## src/rtl/sar_pkg.sv

```systemverilog
// Shared types and defaults for the successive-approximation ADC controller.
package sar_pkg;

  typedef enum logic [2:0] {
    ST_IDLE,
    ST_SAMPLE,
    ST_SETTLE,
    ST_DECIDE,
    ST_DONE
  } sar_state_t;

  localparam int DEF_N_BITS   = 8;
  localparam int DEF_N_SETTLE = 1;
  localparam int SETTLE_W     = 4;

endpackage

```

## src/rtl/sar_settle_timer.sv

```systemverilog
// Down-counter that times the DAC/comparator settling window for each bit.
module sar_settle_timer
  import sar_pkg::*;
(
  input  logic                clk,
  input  logic                rst_n,
  input  logic                load,
  input  logic [SETTLE_W-1:0] load_val,
  output logic                expired
);

  logic [SETTLE_W-1:0] cnt;

  always_ff @(posedge clk or negedge rst_n) begin
    if (!rst_n) begin
      cnt <= '0;
    end else if (load) begin
      cnt <= load_val;
    end else if (cnt != '0) begin
      cnt <= cnt - 1'b1;
    end
  end

  // A count of one marks the last settle cycle, so the window is exactly load_val cycles long.
  assign expired = (cnt <= SETTLE_W'(1));

endmodule

```

## src/rtl/sar_ctrl.sv

```systemverilog
// SAR ADC conversion controller: sample, then binary-search the DAC code one bit per DECIDE cycle.
module sar_ctrl
  import sar_pkg::*;
#(
  parameter int N_BITS   = DEF_N_BITS,
  parameter int N_SETTLE = DEF_N_SETTLE
) (
  input  logic              clk,
  input  logic              rst_n,
  input  logic              start,
  input  logic              abort,
  input  logic              cmp_in,
  output logic              sample,
  output logic [N_BITS-1:0] dac_code,
  output logic              cmp_strobe,
  output logic              busy,
  output logic              done,
  output logic [N_BITS-1:0] result
);

  localparam int IW = $clog2(N_BITS);
  localparam logic [N_BITS-1:0] MSB_CODE = {1'b1, {(N_BITS-1){1'b0}}};
  localparam logic [IW-1:0] TOP_IDX = IW'(N_BITS - 1);
  localparam bit SKIP_SETTLE = (N_SETTLE == 0);

  sar_state_t        state, state_nx;
  logic [IW-1:0]     idx, idx_nx;
  logic [N_BITS-1:0] code_nx, result_nx;
  logic              done_nx;
  logic              timer_load;
  logic              settle_expired;

  sar_settle_timer u_timer (
    .clk      (clk),
    .rst_n    (rst_n),
    .load     (timer_load),
    .load_val (SETTLE_W'(N_SETTLE)),
    .expired  (settle_expired)
  );

  always_ff @(posedge clk or negedge rst_n) begin
    if (!rst_n) begin
      state      <= ST_IDLE;
      idx        <= '0;
      dac_code   <= '0;
      result     <= '0;
      done       <= 1'b0;
      sample     <= 1'b0;
      cmp_strobe <= 1'b0;
      busy       <= 1'b0;
    end else begin
      state      <= state_nx;
      idx        <= idx_nx;
      dac_code   <= code_nx;
      result     <= result_nx;
      done       <= done_nx;
      sample     <= (state_nx == ST_SAMPLE);
      cmp_strobe <= (state_nx == ST_DECIDE);
      busy       <= (state_nx != ST_IDLE);
    end
  end

  always_comb begin
    state_nx   = state;
    idx_nx     = idx;
    code_nx    = dac_code;
    result_nx  = result;
    done_nx    = 1'b0;
    timer_load = 1'b0;

    case (state)
      ST_IDLE: begin
        if (start && !abort) begin
          state_nx = ST_SAMPLE;
        end
      end

      ST_SAMPLE: begin
        code_nx = MSB_CODE;
        idx_nx  = TOP_IDX;
        if (SKIP_SETTLE) begin
          state_nx = ST_DECIDE;
        end else begin
          state_nx   = ST_SETTLE;
          timer_load = 1'b1;
        end
      end

      ST_SETTLE: begin
        if (settle_expired) begin
          state_nx = ST_DECIDE;
        end
      end

      // cmp_in high means the trial level overshot the input, so the trial bit is dropped.
      ST_DECIDE: begin
        if (cmp_in) begin
          code_nx[idx] = 1'b0;
        end
        if (idx != '0) begin
          code_nx[idx - 1'b1] = 1'b1;
          idx_nx = idx - 1'b1;
          if (SKIP_SETTLE) begin
            state_nx = ST_DECIDE;
          end else begin
            state_nx   = ST_SETTLE;
            timer_load = 1'b1;
          end
        end else begin
          state_nx  = ST_DONE;
          result_nx = code_nx;
          done_nx   = 1'b1;
        end
      end

      ST_DONE: begin
        state_nx = ST_IDLE;
        code_nx  = '0;
      end

      default: begin
        state_nx = ST_IDLE;
        code_nx  = '0;
        idx_nx   = '0;
      end
    endcase

    // DONE is left alone so an abort there cannot swallow the pulse already issued.
    if (abort && (state == ST_SAMPLE || state == ST_SETTLE || state == ST_DECIDE)) begin
      state_nx   = ST_IDLE;
      code_nx    = '0;
      idx_nx     = '0;
      result_nx  = result;
      done_nx    = 1'b0;
      timer_load = 1'b0;
    end
  end

endmodule

```

## config.mk

```make
export PLATFORM = sky130hd
export DESIGN_NAME = sar_ctrl
export DESIGN_NICKNAME = d
export VERILOG_FILES = /design/src/rtl/sar_pkg.sv /design/src/rtl/sar_settle_timer.sv /design/src/rtl/sar_ctrl.sv
export SDC_FILE = /design/constraint.sdc
export NUM_CORES = 1
export LEC_CHECK = 0
export CAP_MARGIN = 20
export CORE_MARGIN = 1
export CORE_UTILIZATION = 48
export CTS_CLUSTER_DIAMETER = 40
export CTS_CLUSTER_SIZE = 28
export DETAILED_ROUTE_END_ITERATION = 6
export PLACE_DENSITY = 0.82
export REMOVE_ABC_BUFFERS = 1
export SLEW_MARGIN = 40
export SYNTH_ARGS = -nofsm -noshare
export SYNTH_HDL_FRONTEND = slang
export SYNTH_SLANG_ARGS = --single-unit
```

## constraint.sdc

```tcl
create_clock -name clk -period 1.9 [get_ports clk]
set_clock_uncertainty 0.05 [all_clocks]
set_input_delay 0.38 -clock clk [delete_from_list [all_inputs] [get_ports clk]]
set_output_delay 0.38 -clock clk [all_outputs]
set_load 0.01 [all_outputs]
```

==> results.txt, run 1 <==
post-synthesis async set-or-reset flop share = 100%
# IOs = 25
crit-path max FO = 3
Simple-Gate Fraction of Synth Area = 20.1%
CORE AREA = 3150 um^2
Setup-failing EPs final = 0
post-synthesis sequential area ratio = 45.5%
WS Path Type = register to output pin
status = finished, final reports clean
final net count = 204
Clock Pin Slew Worst Setup and Hold Paths = 0.10 ns
worst r2r path cells = 3
#FFs+latches synth = 30
CP top delay family = buffers and inverters
RD Place Congestion = 0.855
slowest cell on the critical path = clkdlybuf4s50_1
share of cells above drive strength 1 = 11.3%
largest area contributor in the netlist = dfrtp_1
Post-CTS Setup Bufs = 0
CTS root buffer = clkbuf_4
Min-Delay Path Class = input pin to async pin
number of hold violations in the final report = 0
Area Overhead vs Synth = 20.9%
routed len/inst = 14.1 um
Die Area = 3670 um^2
initial antenna violation count = 0
initial core utilization = 52.3%
Post-Synth Adder-Cell Area = 3.79%
largest net degree at the start of global routing = 31
Post-CTS Resized = 0
1st-pass router iterations = 4
largest family of logic cells by synthesized area = simple AND/OR/NAND/NOR gates
Setup crit start kind = register
most frequent cell after synthesis = dfrtp_1
Antenna Nets Post-Route = 0
Via Count = 1330
post-synthesis mux area share = 5.46%
Setup TNS = 0 ns
crit path DAT = 1.28 ns
mean post-synth cell area = 9.99 um^2
Post-Syn Instances = 165
CP max stage delay = 0.55 ns
Peak Freq = 585 MHz
drt initial violations = 38
Tot GR Track Use = 20.8%
Max VDD drop = 0.790 mV
clock tree sinks = 30
post-route cell area = 1990 um^2
Die W = 60.6 um
post-DR vias/cell = 5.56
post-synth top area share = 45.5%
Clock Path Buffers = 2
Die Y = 60.6 um
CP Buf/Inv Count = 1
Slew Viols, Final = 0
cts hold-fix bufs = 0
placed instance area = 1930 um^2
DRC = 0
Yosys warning total = 0
critical path depth = 1
WP data required = 1.47 ns
final worst-path cycle share = 90.0%
Rel. slew slack = 65.5%
FP Rows = 20
Post-Syn Area = 1650 um^2
P_leak = 0.000872 uW
end-of-flow core utilization = 63.2%
EDFF count, synth = 0
CP Cell Sequence = clkdlybuf4s50_1
vias in the first global route = 1276
Max H-tree Level = 2
Synth area leaders = dfrtp_1 46%, mux2i_1 5.5%, inv_1 5.0%, ha_1 3.8%, a21oi_1 3.3%
CTS Buf Count = 5
RSZ-0062 raised after global routing = false
Post-Synth XOR/XNOR Area = 0.531%
Final Critical Period = 1.71 ns
Synth top cells by count = 30 x dfrtp_1, 22 x inv_1, 11 x a21oi_1
CP endpoint kind = output pin
gr ovfl total = 0
Cell variety after synth = 44
Worst-Skew Late Latency = 0.34 ns
Pwr Density = 1290 nW/um^2
ANT cells = 0
worst slew pin tran = 0.518 ns
Synth Area in Compound Gates = 15.3%
# port buffers = 24
total wire length = 3.36 mm
dpl hpwl = 2.42 mm
leading register cell type out of synthesis = dfrtp_1
max cap viols = 0
first-pass GRT wire length = 5.55 mm
CTS tree = done
[layout make-up]
| cell class | instances | area (um^2) |
|---|---|---|
| Tap cell | 44 | 55.1 |
| Inverter | 22 | 82.6 |
| Multi-Input combinational cell | 103 | 744 |
| Sequential cell | 30 | 751 |
| Clock buffer | 7 | 55.1 |
| Clock inverter | 1 | 5.00 |
| Fill cell | 272 | 1160 |
| Timing Repair Buffer | 32 | 300 |
[cell families (layout without fill, tap and decap cells)]
kind of cell,Yosys count,in the layout
AND/OR/NAND/NOR,51,51
buffers and inverters,32,62
multiplexers,9,9
AO/OA/AOI/OAI,37,37
XOR/XNOR,1,1
flip-flops,30,30
adder cells (fa/ha/maj),5,5
[cell usage in the layout, fill, tap and decap left out, types with 2 or more instances in the layout]
master,n
nor3_1,2
a22oi_1,2
a211o_1,2
clkbuf_4,5
a211oi_2,2
buf_4,8
nor2_1,9
a21oi_1,11
nand4bb_1,3
o21ai_0,3
nand2_1,10
nor2b_1,2
nand2b_1,3
inv_1,22
nand3_1,2
a211oi_1,2
dfrtp_1,30
mux2i_1,9
o211ai_1,2
nand4b_1,5
o22a_1,2
clkdlybuf4s50_1,24
ha_1,5
nand4_1,3
o22ai_1,7
[path summary, 6_finish.rpt]
path	from	endpoint	slack, ns
max	dac_code[1]$_DFFE_PN0P_	dac_code[1]	0.19
min	rst_n	done$_DFF_PN0_	0.37
min in group clk	result[7]$_DFFE_PN0P_	result[7]$_DFFE_PN0P_	0.47
max reg2reg	state[0]$_DFF_PN0_	u_timer.cnt[0]$_DFFE_PN0P_	0.32
min reg2reg	result[7]$_DFFE_PN0P_	result[7]$_DFFE_PN0P_	0.47
max in group asynchronous	rst_n	result[5]$_DFFE_PN0P_	1.15
[flip-flops by register name, summed over array words and instances (netlist names)]
register	flops
cmp_strobe	1
result	8
busy	1
done	1
u_timer.cnt	4
state	3
dac_code	8
sample	1
idx	3
[where the power goes]
part,switching (uW),internal [uW],leakage (uW)
Combinational,578,575,0.000472
Clock,220,179,0.0000353
Sequential,187,822,0.000364
Total,985,1580,0.000872
[metal layers]
layer / share of wire, % / global-route usage (%) / vias to the layer above
li1: - / - / 640
met1: 44 / 25.0 / 658
met2: 50 / 35.8 / 27
met3: 4.1 / 3.84 / 5
met4: 1.5 / 10.4 / 0
met5: 0 / 0 / -
[metrics by stage]
step                hold slack (ns)  cells  power [uW]  worst slack, ns
floorplan                    0.0344    155        1680            0.251
finish                        0.366    239        2560            0.190
global placement              0.455    231        2120           0.0500
CTS                           0.373    239        2570            0.182
global route                  0.426    239        2760            0.148
detailed placement            0.462    231        2170           0.0120
No activity file was read; power rests on OpenSTA's default activity.
==> inputs of run 2 (changes only) <==
- CORE_MARGIN: 1 -> 2
- clock period: 1.9 -> 1.37 ns (I/O delays scaled with it)
==> run 2 against run 1 <==
Net effect: the run now ends with setup timing left; highest routed layer unchanged; non-clock buffer count rose by 45; sequential power rose by 33%; sequential share of layout area fell by 8.4 points; sequential cell count did not move; global-route usage rose by 2.2 points; register-to-register slack got worse by 0.44 ns; final area rose by 30%; critical endpoint is now dac_code[0]$_DFFE_PN0P_; combinational power rose to 2.5 times the previous value.
==> results.txt, run 2 (same netlist as run 1, synthesis figures left out) <==
final worst-path cycle share = 109%
Rel. slew slack = 80.3%
# port buffers = 24
CP Cell Sequence = buf_4 -> or4b_4 -> a21oi_1 -> o22ai_1
worst slew pin tran = 0.295 ns
crit-path max FO = 13
Clock Pin Slew Worst Setup and Hold Paths = 0.09 ns
Clock Path Buffers = 2
Die Y = 62.6 um
vias in the first global route = 1549
CTS Buf Count = 5
P_leak = 0.00118 uW
DRC = 0
Antenna Nets Post-Route = 0
Area Overhead vs Synth = 56.6%
biggest regs = dac_code: 8 flops, result: 8 flops, u_timer.cnt: 4 flops
Slew Viols, Final = 0
Final Critical Period = 1.49 ns
worst flop-to-flop path startpoint = idx[0]$_DFFE_PN0P_
Tot GR Track Use = 23.0%
number of hold violations in the final report = 0
clock tree sinks = 30
commonest non-fill, non-tap cell in the layout = buf_4
post-DR vias/cell = 5.50
CP max stage delay = 0.51 ns
slowest cell on the critical path = or4b_4
Via Count = 1567
Setup TNS = -1.21 ns
dpl hpwl = 2.81 mm
total wire length = 4.99 mm
share of cells above drive strength 1 = 43.9%
first-pass GRT wire length = 7.02 mm
Pwr Density = 1840 nW/um^2
CTS root buffer = clkbuf_4
initial antenna violation count = 0
placed instance area = 2110 um^2
CTS tree = done
failing checks = setup timing
final net count = 250
RSZ-0062 raised after global routing = true
Setup crit start kind = register
post-route cell area = 2580 um^2
Die Area = 3920 um^2
reg2reg end = dac_code[0]$_DFFE_PN0P_
CORE AREA = 3310 um^2
worst r2r path cells = 4
Worst-Skew Late Latency = 0.33 ns
final worst setup slack = -0.123 ns
hold_ws = 0.252 ns
Min-Delay Path Class = input pin to async pin
fill count = 234
largest net degree at the start of global routing = 31
crit path DAT = 1.67 ns
r2r setup slk = -0.12 ns
Setup-failing EPs final = 22
Non-Filler Instances = 285
Max H-tree Level = 2
drt initial violations = 79
routed len/inst = 17.5 um
Peak Freq = 670 MHz
Max VDD drop = 1.15 mV
WS Path Type = register to register
CP endpoint kind = register
status = complete, but fails checks
placed insts = 254
max cap viols = 0
ANT cells = 0
FP Rows = 21
1st-pass router iterations = 4
# IOs = 25
RD Place Congestion = 0.862
Die W = 62.6 um
Final Power = 4760 uW
most frequent cells in the layout = 44 x buf_4, 27 x dfrtp_1, 17 x inv_1
initial core utilization = 49.8%
WP data required = 1.55 ns
gr ovfl total = 0
[run 2: cell count changes in the layout (fill, tap and decap cells not counted), sizes merged]
| cell | change |
|---|---|
| dlygate4sd2 | +15 |
| clkinv | -1 |
| dlymetal6s2s | +1 |
| clkdlybuf4s15 | +5 |
| buf | +45 |
| clkdlybuf4s50 | -21 |
| clkbuf | -1 |
| and3 | +1 |
[run 2: layer usage]
layer | up-vias | wire length (um) | global-route usage [%]
met5 | - | 0 | 0
met4 | 0 | 163 | 7.22
met3 | 14 | 215 | 6.49
met2 | 51 | 2780 | 42.2
met1 | 774 | 1830 | 25.6
li1 | 728 | - | -
[run 2: report_power, final]
group | internal, uW | switching [uW]
logic | 1490 | 1400
clock network | 231 | 298
registers | 1140 | 197
total | 2870 | 1890
[run 2: final cells by class]
cell class	count	area, um^2	area share (%)
Sequential cell	30	754	29.2
Timing Repair Buffer	77	664	25.7
Multi-Input combinational cell	104	972	37.6
Tap cell	46	57.6	2.23
Inverter	22	82.6	3.20
Clock buffer	6	51.3	1.99
[run 2: per-stage QoR]
stage	setup WS, ns	utilization, %
3_3_place_gp	-0.322	63.6
4_1_cts	-0.104	69.8
5_1_grt	-0.164	78.0
6_report	-0.123	78.0
3_5_place_dp	-0.380	63.6
2_1_floorplan	-0.279	-
[run 2: what timing repair did]
| action | in CTS | in global routing |
|---|---|---|
| setup endpoints to repair | 46 | 33 |
| hold buffers | 0 | 0 |
| resized for setup | 53 | 35 |
| setup buffers | 7 | 18 |
| cloned | 1 | 0 |
| pin swaps | 10 | 25 |
[run 2: how the worst max path moves through the flow]
stage | start | to | slack [ns]
final | idx[0]$_DFFE_PN0P_ | dac_code[0]$_DFFE_PN0P_ | -0.12
after global routing | idx[0]$_DFFE_PN0P_ | result[7]$_DFFE_PN0P_ | -0.16
after CTS | idx[0]$_DFFE_PN0P_ | dac_code[0]$_DFFE_PN0P_ | -0.10
after detailed placement | abort | result[0]$_DFFE_PN0P_ | -0.38
after global placement | cmp_in | dac_code[0]$_DFFE_PN0P_ | -0.32
after floorplan | idx[0]$_DFFE_PN0P_ | result[0]$_DFFE_PN0P_ | -0.28
[run 2: worst max-delay path, delay by kind of cell (launching register included)]
family                 cells  cell delay, ns
AND/OR/NAND/NOR            1            0.51
flip-flops                 1            0.40
buffers and inverters      1            0.19
AO/OA/AOI/OAI              2            0.24
